[config.mk]
export PLATFORM = sky130hd
export DESIGN_NAME = tm1638_keys_decoder
export DESIGN_NICKNAME = d
export VERILOG_FILES = /design/src/rtl/tm1638_keys_decoder_pkg.sv /design/src/rtl/tm1638_keys_decoder_event_fifo.sv /design/src/rtl/tm1638_keys_decoder.sv
export SDC_FILE = /design/constraint.sdc
export NUM_CORES = 1
export LEC_CHECK = 0
export BUFFER_PORTS_ARGS = -buffer_cell sky130_fd_sc_hd__buf_4
export CAP_MARGIN = 20
export CORE_MARGIN = 4
export CORE_UTILIZATION = 45
export DETAILED_ROUTE_END_ITERATION = 8
export PLACE_DENSITY = 0.68
export SLEW_MARGIN = 5
export SYNTH_ARGS = -nofsm -noshare
export SYNTH_HDL_FRONTEND = slang
export SYNTH_SLANG_ARGS = --single-unit
[constraint.sdc]
create_clock -name i_Clk -period 2.9 [get_ports i_Clk]
set_clock_uncertainty 0.2 [all_clocks]
set_input_delay 0.145 -clock i_Clk [delete_from_list [all_inputs] [get_ports i_Clk]]
set_output_delay 0.145 -clock i_Clk [all_outputs]
set_load 0.01 [all_outputs]
[src/rtl/tm1638_keys_decoder_pkg.sv]
// Shared types and helpers for the TM1638 key-scan decoder.
package tm1638_types;

  localparam int unsigned TM1638_KEYS = 8;

  typedef logic [TM1638_KEYS-1:0] keys_t;

  // "repeat" is a reserved word, hence is_repeat
  typedef struct packed {
    logic [2:0] key;
    logic       press;
    logic       is_repeat;
  } tm1638_key_event_t;

  typedef enum logic [1:0] {
    ST_IDLE,
    ST_UPDATE,
    ST_EMIT
  } dec_state_e;

  // Key 2b lives in bit 0 of scan byte b, key 2b+1 in bit 4 of the same byte.
  function automatic keys_t tm1638_decode_keys(input logic [31:0] data);
    keys_t k;
    for (int unsigned b = 0; b < 4; b++) begin
      k[2*b]   = data[8*b];
      k[2*b+1] = data[8*b+4];
    end
    return k;
  endfunction

endpackage

[src/rtl/tm1638_keys_decoder_event_fifo.sv]
// Small synchronous event FIFO; a push into a full FIFO is accepted only
// when a pop happens in the same cycle, otherwise it is discarded.
module tm1638_event_fifo #(
  parameter int unsigned WIDTH = 5,
  parameter int unsigned DEPTH = 4
) (
  input  logic             clk,
  input  logic             rst_n,
  input  logic             push,
  input  logic [WIDTH-1:0] push_data,
  output logic             full,
  input  logic             pop,
  output logic [WIDTH-1:0] pop_data,
  output logic             empty
);

  localparam int unsigned AW = (DEPTH > 1) ? $clog2(DEPTH) : 1;
  localparam logic [AW:0] FULL_CNT = (AW+1)'(DEPTH);

  logic [WIDTH-1:0] mem_q [DEPTH];
  logic [WIDTH-1:0] mem_d [DEPTH];
  logic [AW-1:0]    wr_ptr_q, wr_ptr_d;
  logic [AW-1:0]    rd_ptr_q, rd_ptr_d;
  logic [AW:0]      count_q, count_d;
  logic             do_pop, do_push;

  assign empty    = (count_q == '0);
  assign full     = (count_q == FULL_CNT);
  assign pop_data = mem_q[rd_ptr_q];

  // Pointer, occupancy and storage update; pop is resolved before push
  always_comb begin
    mem_d    = mem_q;
    wr_ptr_d = wr_ptr_q;
    rd_ptr_d = rd_ptr_q;
    count_d  = count_q;
    do_pop   = pop && !empty;
    do_push  = push && (!full || do_pop);
    if (do_push) begin
      mem_d[wr_ptr_q] = push_data;
      wr_ptr_d        = wr_ptr_q + AW'(1);
    end
    if (do_pop) begin
      rd_ptr_d = rd_ptr_q + AW'(1);
    end
    case ({do_push, do_pop})
      2'b10:   count_d = count_q + (AW+1)'(1);
      2'b01:   count_d = count_q - (AW+1)'(1);
      default: count_d = count_q;
    endcase
  end

  // FIFO state registers
  always_ff @(posedge clk or negedge rst_n) begin
    if (!rst_n) begin
      mem_q    <= '{default: '0};
      wr_ptr_q <= '0;
      rd_ptr_q <= '0;
      count_q  <= '0;
    end else begin
      mem_q    <= mem_d;
      wr_ptr_q <= wr_ptr_d;
      rd_ptr_q <= rd_ptr_d;
      count_q  <= count_d;
    end
  end

endmodule

[src/rtl/tm1638_keys_decoder.sv]
// TM1638 front-panel key decoder: decodes raw scan words, debounces each
// key over consecutive scans and queues press/release events.
// Optional auto-repeat events are built when TM1638_KEYS_REPEAT_EN is defined.
module tm1638_keys_decoder
  import tm1638_types::*;
#(
  parameter int unsigned SPI_READ_WIDTH      = 32,
  parameter int unsigned DEBOUNCE_SCANS      = 3,
  parameter int unsigned FIFO_DEPTH          = 4
`ifdef TM1638_KEYS_REPEAT_EN
  ,
  parameter int unsigned REPEAT_DELAY_SCANS  = 20,
  parameter int unsigned REPEAT_PERIOD_SCANS = 5
`endif
) (
  input  logic                      i_Clk,
  input  logic                      i_Rst_n,
  input  logic                      i_Data_Valid,
  input  logic [SPI_READ_WIDTH-1:0] i_Data,
  output logic [7:0]                o_Keys,
  output logic                      o_Event_Valid,
  input  logic                      i_Event_Ready,
  output logic [2:0]                o_Event_Key,
  output logic                      o_Event_Press,
  output logic                      o_Event_Repeat,
  output logic                      o_Overflow
);

  localparam int unsigned CNT_W = (DEBOUNCE_SCANS > 1) ? $clog2(DEBOUNCE_SCANS + 1) : 1;
  localparam logic [CNT_W-1:0] CNT_LAST = CNT_W'(DEBOUNCE_SCANS - 1);

  dec_state_e        state_q, state_d;
  keys_t             pending_q, pending_d;
  logic              pending_valid_q, pending_valid_d;
  keys_t             raw_q, raw_d;
  keys_t             stable_q, stable_d;
  logic [CNT_W-1:0]  cnt_q [TM1638_KEYS];
  logic [CNT_W-1:0]  cnt_d [TM1638_KEYS];
  keys_t             change_q, change_d;
  logic [2:0]        idx_q, idx_d;
  logic              overflow_q, overflow_d;

  logic              ev_push;
  tm1638_key_event_t ev_push_data;
  tm1638_key_event_t head;
  logic              fifo_full, fifo_empty;

`ifdef TM1638_KEYS_REPEAT_EN
  localparam int unsigned HOLD_W = $clog2(REPEAT_DELAY_SCANS + REPEAT_PERIOD_SCANS + 1);
  localparam logic [HOLD_W-1:0] HOLD_DELAY = HOLD_W'(REPEAT_DELAY_SCANS);
  localparam logic [HOLD_W-1:0] HOLD_WRAP  = HOLD_W'(REPEAT_DELAY_SCANS + REPEAT_PERIOD_SCANS - 1);

  logic [HOLD_W-1:0] hold_q [TM1638_KEYS];
  logic [HOLD_W-1:0] hold_d [TM1638_KEYS];
  logic [HOLD_W-1:0] hold_nxt;
  keys_t             rpt_q, rpt_d;
`endif

  // Skid capture, debounce update, event walk and overflow tracking
  always_comb begin
    state_d         = state_q;
    pending_d       = pending_q;
    pending_valid_d = pending_valid_q;
    raw_d           = raw_q;
    stable_d        = stable_q;
    cnt_d           = cnt_q;
    change_d        = change_q;
    idx_d           = idx_q;
    ev_push         = 1'b0;
    ev_push_data    = '0;
`ifdef TM1638_KEYS_REPEAT_EN
    hold_d          = hold_q;
    rpt_d           = rpt_q;
    hold_nxt        = '0;
`endif

    // the pending word is consumed by IDLE; a same-cycle strobe refills it
    if (state_q == ST_IDLE && pending_valid_q) begin
      pending_valid_d = 1'b0;
    end
    if (i_Data_Valid) begin
      pending_d       = tm1638_decode_keys(i_Data);
      pending_valid_d = 1'b1;
    end

    case (state_q)
      ST_IDLE: begin
        if (pending_valid_q) begin
          raw_d   = pending_q;
          state_d = ST_UPDATE;
        end
      end

      ST_UPDATE: begin
        change_d = '0;
        for (int unsigned k = 0; k < TM1638_KEYS; k++) begin
          if (raw_q[k] != stable_q[k]) begin
            if (cnt_q[k] == CNT_LAST) begin
              stable_d[k] = ~stable_q[k];
              cnt_d[k]    = '0;
              change_d[k] = 1'b1;
            end else begin
              cnt_d[k] = cnt_q[k] + CNT_W'(1);
            end
          end else begin
            cnt_d[k] = '0;
          end
        end
`ifdef TM1638_KEYS_REPEAT_EN
        // hold counts scans with the key stably pressed; after the first
        // repeat it cycles DELAY..DELAY+PERIOD-1 so each return to DELAY repeats
        rpt_d = '0;
        for (int unsigned k = 0; k < TM1638_KEYS; k++) begin
          if (!stable_d[k]) begin
            hold_d[k] = '0;
          end else begin
            hold_nxt  = (hold_q[k] == HOLD_WRAP) ? HOLD_DELAY : hold_q[k] + HOLD_W'(1);
            hold_d[k] = hold_nxt;
            rpt_d[k]  = (hold_nxt == HOLD_DELAY) && !change_d[k];
          end
        end
        if ((change_d | rpt_d) == '0) begin
`else
        if (change_d == '0) begin
`endif
          state_d = ST_IDLE;
        end else begin
          state_d = ST_EMIT;
          idx_d   = '0;
        end
      end

      ST_EMIT: begin
        if (change_q[idx_q]) begin
          ev_push      = 1'b1;
          ev_push_data = '{key: idx_q, press: stable_q[idx_q], is_repeat: 1'b0};
        end
`ifdef TM1638_KEYS_REPEAT_EN
        else if (rpt_q[idx_q]) begin
          ev_push      = 1'b1;
          ev_push_data = '{key: idx_q, press: 1'b1, is_repeat: 1'b1};
        end
`endif
        idx_d = idx_q + 3'd1;
        if (idx_q == 3'd7) begin
          state_d = ST_IDLE;
        end
      end

      default: state_d = ST_IDLE;
    endcase

    // a push into a full FIFO survives only if the head leaves this cycle
    overflow_d = overflow_q | (ev_push & fifo_full & ~i_Event_Ready);
  end

  // Decoder state registers
  always_ff @(posedge i_Clk or negedge i_Rst_n) begin
    if (!i_Rst_n) begin
      state_q         <= ST_IDLE;
      pending_q       <= '0;
      pending_valid_q <= 1'b0;
      raw_q           <= '0;
      stable_q        <= '0;
      cnt_q           <= '{default: '0};
      change_q        <= '0;
      idx_q           <= '0;
      overflow_q      <= 1'b0;
    end else begin
      state_q         <= state_d;
      pending_q       <= pending_d;
      pending_valid_q <= pending_valid_d;
      raw_q           <= raw_d;
      stable_q        <= stable_d;
      cnt_q           <= cnt_d;
      change_q        <= change_d;
      idx_q           <= idx_d;
      overflow_q      <= overflow_d;
    end
  end

`ifdef TM1638_KEYS_REPEAT_EN
  // Hold counters and pending repeat mask
  always_ff @(posedge i_Clk or negedge i_Rst_n) begin
    if (!i_Rst_n) begin
      hold_q <= '{default: '0};
      rpt_q  <= '0;
    end else begin
      hold_q <= hold_d;
      rpt_q  <= rpt_d;
    end
  end
`endif

  tm1638_event_fifo #(
    .WIDTH($bits(tm1638_key_event_t)),
    .DEPTH(FIFO_DEPTH)
  ) u_fifo (
    .clk       (i_Clk),
    .rst_n     (i_Rst_n),
    .push      (ev_push),
    .push_data (ev_push_data),
    .full      (fifo_full),
    .pop       (i_Event_Ready),
    .pop_data  (head),
    .empty     (fifo_empty)
  );

  assign o_Keys         = stable_q;
  assign o_Event_Valid  = ~fifo_empty;
  assign o_Event_Key    = head.key;
  assign o_Event_Press  = head.press;
  // only ever written as 1 by repeat pushes, so it reads 0 without the feature
  assign o_Event_Repeat = head.is_repeat;
  assign o_Overflow     = overflow_q;

endmodule

; Yosys cells after proc, flatten, opt, wreduce, memory -nomap -nowiden
; Cells that the tools add are included.
; Widths: inputs -> output; s select.
[word_totals]
output_inout_bits = 15
word_cells = 174
ff_bits = 82
in_bits = 36
[op_classes]
mux = 63
magnitude_cmp = 4
add_sub_neg = 13
bitwise_logic = 15
reduce_logical = 24
n_eq_ne = 25
[op_table]
columns = cell, n
row1 = $mux 2, 19
row2 = $mux 1, 30
row3 = $mux 5, 5
row4 = $reduce_and 3->1, 8
row5 = $add 2x1->2 const B, 10
row6 = $bwmux 20, 1
row7 = $eq 2x2->1 const B, 10
row8 = $pmux 3 s2, 2
row9 = $bmux 5 s2, 1
row10 = $demux 5 s2, 1
row11 = $not 1->1, 10
row12 = $logic_not 8->1, 1
row13 = $ne 1x1->1, 8
row14 = $add 3x1->3 const B, 2
row15 = $bmux 1 s3, 2
row16 = $eq 3x3->1 const B, 2
row17 = $ge 3x3->1 const B, 2
row18 = $ne 2x2->1 const B, 3
row19 = $not 2->3, 2
row20 = $pmux 2 s3, 1
row21 = $reduce_and 2->1, 3
row22 = $reduce_bool 2->1, 3
row23 = $eq 2x1->1 const B, 2
row24 = $logic_and 1x1->1, 4
row25 = other kinds (10), 12

; Logic depth before layout (Yosys ltp)
[depth]
depth_word = 7
ltp_mapped = 12
ltp_nobuf = 11

; Cells and area by module
; A second synthesis with hierarchy kept.
[hier_totals]
cells_unflattened = 304
area_unflattened_um2 = 3801.1
[by_module_without_submodules]
columns = mod, seq_area_each_um2, n_inst, cells_each, area_each_um2
row1 = tm1638_keys_decoder, 1376.3, 1, 216, 2512.4
row2 = tm1638_event_fifo, 675.6, 1, 88, 1288.7

; Least setup slack after synthesis
; Ideal clock, no wire load.
[synth_timing]
path_type = register to register
from = register idx_q[1]
to = register u_fifo.count_q[2]
period_less_slack_ps = 2472
required_ps = 2621
arrival_ps = 2193
setup_ps = 79
stages_incl_launch_ff = 11
setup_slack_ps = 428
path_buffers = 0
cell_sequence = dfrtp_1 mux2_4 o311ai_4 nor2_2 inv_1 ha_1 inv_1 fa_1 xor2_1 nor2_1 xor2_1
[synth_via]
elab_chain_len = 7
word_cells_on_any_way = 9
cone_classes = eq/ne (2) / mux (5) / reduce/logical (2)
[synth_rtl]
columns = item, line_no
row1 = "start, declared", tm1638_keys_decoder.sv:40  ; logic [2:0] idx_q, idx_d;
row2 = "start signal, assigned", tm1638_keys_decoder.sv:177  ; idx_q <= idx_d;
row3 = $bmux 1 s3 *, tm1638_keys_decoder.sv:134  ; if (change_q[idx_q]) begin
row4 = $mux 1 (implied by the code) *, tm1638_keys_decoder.sv:134
row5 = $mux 1 *, tm1638_keys_decoder.sv:134
row6 = $mux 1 *, tm1638_keys_decoder.sv:86  ; case (state_q)
row7 = $logic_and 1x1->1 *, tm1638_keys_decoder_event_fifo.sv:38  ; do_push = push && (!full || do_pop);
row8 = $eq 2x1->1 / $eq 2x2->1 (equally long branches), tm1638_keys_decoder_event_fifo.sv:46  ; case ({do_push, do_pop})
row9 = $pmux 3 s2 / $reduce_bool 2->1 (equally long branches), -
row10 = "end signal, assigned", tm1638_keys_decoder_event_fifo.sv:64  ; count_q <= count_d;
row11 = "end, declared", tm1638_keys_decoder_event_fifo.sv:24  ; logic [AW:0] count_q, count_d;
; Every way passes the cells marked *; elsewhere a longest branch is shown, timed or not. The select of a mux whose other input is x is not followed.
; A chain may end at the register's enable or synchronous reset.

; Worst setup path after layout
[layout_timing]
from = register u_fifo.count_q[0]
to = register u_fifo.count_q[2]
[layout_via]
elab_chain_len = 7
word_cells_on_any_way = 13
cone_classes = add/sub (2) / eq/ne (3) / mux (1) / reduce/logical (7)
[layout_rtl]
columns = item, line_no
row1 = $logic_not 3->1, tm1638_keys_decoder_event_fifo.sv:27  ; assign empty = (count_q == '0);
row2 = $logic_not 1->1, tm1638_keys_decoder_event_fifo.sv:37  ; do_pop = pop && !empty;
row3 = $logic_and 1x1->1, tm1638_keys_decoder_event_fifo.sv:37
row4 = $logic_or 1x1->1, tm1638_keys_decoder_event_fifo.sv:38
row5 = $logic_and 1x1->1, tm1638_keys_decoder_event_fifo.sv:38
row6 = $eq 2x1->1 / $eq 2x2->1 (equally long branches), tm1638_keys_decoder_event_fifo.sv:46
row7 = $pmux 3 s2 / $reduce_bool 2->1 (equally long branches), -
; Parallel ways exist; a longest one is shown, timed or not.

==> results.md <==
* DP HPWL at 4279 um
* TritonRoute pass-1 iters at 3
* Vias per cell at 4.970
* CP peak stage delay at 0.64 ns
* Number of global-route vias before repair at 2289
* Final Max Slew Viols at 0
* Die X at 97.10 um
* Core area at 0.007727 mm2
* GR Util All Layers at 15.00%
* CP max FO at 7
* Crit end category: flop
* Worst skew pair latency at 0.35 ns
* CTS tree: done
* H-tree depth at 3
* Fmax at 383.7 MHz
* Die Y at 97.10 um
* Cell Area, Synth at 0.003572 mm2
* Clock-pin slew on the worst setup and hold paths at 0.08 ns
* Status: completed
* Setup repair bufs after CTS at 0
* RR Endpoint: u_fifo.count_q[2]
* Grt peak-use layer: met2
* Met2 Use GR at 23.30%
* Startpoint types: flop
* Gpl congestion at 0.7603
* Lkg Pwr at 1.940 nW
* Relative slew slack at 51.04%
* Fill cells at 669
* First-pass GRT wire length at 11350 um
* Initial Util at 46.23%
* Met1 GRT Util at 19.69%
* Yosys warning count at 0
* First DRT Iteration DRCs at 60
* Met3 Use GR at 4.451%
* Routed length per instance at 14.26 um
* Fin Hold WS at 0.04516 ns
* CTS root buffer: clkbuf_8
* Sequential-to-total area share from yosys stat at 54.64%
* Clock sink total at 78
* RSZ-0062 raised after global routing: false
* Fin. Hold Viols at 0
* Largest net degree at the start of global routing at 79
* Worst Reg2Reg Path Length in Cells at 10
* Worst min path class: in2async
* Data arrival time of the worst path at 2.68 ns
* Routed Wire Length at 6203 um
* Grt ovf at 0
* Critical Path RT at 2.97 ns
* Fin util at 55.52%
* Layout area overhead at 20.10%
* # diodes at 0
* Yosys reg bits at 78
* Endpoints failing setup at 0
* Reg-to-reg setup timing slack at 0.29 ns
* Shortest period the worst path allows at 2.606 ns
* Avg Cell Area, Syn at 12.80 um2
* Synth Instances at 279
* Fin crit share at 89.86%
* DRT antenna net count at 0
* Slew @ Worst Pin at 0.7329 ns
* Synth unique cells at 37
* Layout cells sized above 1 at 30.63%
* CTS Buf Count at 9
* Die Footprint at 0.009427 mm2
* Row cnt at 32
* CP cell instances: or4b_1 > nand2_1 > nor2_2 > inv_1 > ha_1 > inv_1 > fa_1 > xor2_1 > nor2_1 > xor2_1
* Worst Setup Path Type: reg2reg
* Cell area power density at 1030 mW/mm2
* Max-cap violations at 0
* Syn_nets at 323
* Setup TNS at 0 ns
* Reg2reg start: u_fifo.count_q[0]
* Placed Instances at 399
* Most frequent cells in the layout: 77 x dfrtp_1, 42 x mux2_2, 29 x buf_4
* DRC violations left at 0
* Port Buffers at 25
* Peak VDD IR at 0.5331 mV
* Post-route insts no fill at 435
* CTS Buffer Depth at 2
* Routed vias at 2162
* Initial antenna violation count at 0
* I/O pin cnt at 51
* Slowest stage cell, crit path: or4b_1
* Most common cell after layout, fill and taps aside: dfrtp_1
* Final nets at 372
==> per-stage QoR <==
stage	total power, mW	setup WS (ns)	area [um2]
2_1_floorplan	3.091	0.4278	3572
3_3_place_gp	3.519	0.2175	3864
3_5_place_dp	3.606	0.1814	3864
4_1_cts	4.478	0.1605	4262
5_1_grt	4.789	0.08997	4290
6_report	4.420	0.2941	4290
==> cell families after synthesis <==
logic type,Yosys count,synth area share [%]
compound gates,21,5.184
xor+xnor,21,5.149
fa+ha+maj,8,3.012
buf+inv,21,2.557
flops,78,54.64
mux,53,18.67
other cells,1,0.1050
simple gates,76,10.68
==> critical path: cells and delay by family (launching register included) <==
family / cells / cell delay [ns]
simple gates: 4 / 0.93
buf+inv: 2 / 0.12
flops: 1 / 0.42
xor+xnor: 2 / 0.31
fa+ha+maj: 2 / 0.55
==> per-layer routing <==
layer  up-vias  wire length, um
li1       1064                -
met1      1054             2811
met2        31             3024
met3        13              241
met4         0              125
met5         -                0
==> repair_timing <==
action                                  4_1_cts  5_1_grt
endpoints found under the setup margin        0        1
endpoints found under the hold margin        88        0
gates resized for setup                       0        1
hold buffers                                 19        0
==> registers in the layout, summed over array words and instances, names as in the netlist <==
register         flops
pending_valid_q      1
u_fifo.mem_q        16
u_fifo.rd_ptr_q      2
pending_q            8
idx_q                3
u_fifo.wr_ptr_q      2
u_fifo.count_q       3
state_q              2
o_Keys               8
o_Overflow           1
cnt_q               16
raw_q                8
change_q             8
==> layout make-up <==
| type | count | area (um2) | area share, % |
|---|---|---|---|
| Clock inverter | 5 | 56.30 | 1.312 |
| Timing Repair Buffer | 49 | 435.4 | 10.15 |
| Sequential cell | 78 | 1953 | 45.52 |
| Inverter | 10 | 37.54 | 0.8749 |
| Multi-Input combinational cell | 180 | 1529 | 35.64 |
| Clock buffer | 11 | 151.4 | 3.529 |
| Tap cell | 102 | 127.6 | 2.975 |
==> how the worst max path moves through the flow <==
stage                                  from                 to  slack, ns
after floorplan                    idx_q[1]  u_fifo.count_q[2]       0.43
after global placement             idx_q[1]  u_fifo.count_q[2]       0.22
after detailed placement           idx_q[1]  u_fifo.count_q[2]       0.18
after CTS                          idx_q[1]  u_fifo.count_q[2]       0.16
after global routing      u_fifo.count_q[0]  u_fifo.count_q[2]       0.09
final                     u_fifo.count_q[0]  u_fifo.count_q[2]       0.29
==> Yosys cell counts (all sizes together) <==
library cell	n	area, um2
inv	10	37.54
dfrtp	78	1952
fa	1	20.02
clkbuf	8	31.28
conb	1	3.750
o21ai	2	10.01
mux2	43	488.0
mux4	6	138.9
a21oi	4	31.28
and2	2	12.51
and3b	1	8.760
xnor2	17	148.9
xor2	4	35.03
buf	3	22.52
nand2b	6	37.54
nor2	13	61.31
mux2i	4	40.04
nand3	7	35.03
or4b	1	10.01
nor2b	2	12.51
ha	7	87.58
nor3b	6	45.04
a22o	7	61.31
o21bai	2	15.01
o31ai	1	7.510
o2bb2ai	3	26.28
nor4	2	12.51
nor3	7	35.03
nand2	28	105.1
o311ai	1	26.28
a211oi	1	7.510
or3	1	6.260
==> report_power, final <==
| group | total (mW) | internal, mW | switching (mW) |
|---|---|---|---|
| clock | 0.835 | 0.444 | 0.390 |
| combinational | 1.67 | 0.927 | 0.740 |
| sequential | 1.92 | 1.52 | 0.401 |
(Power assumes the default switching activity.)
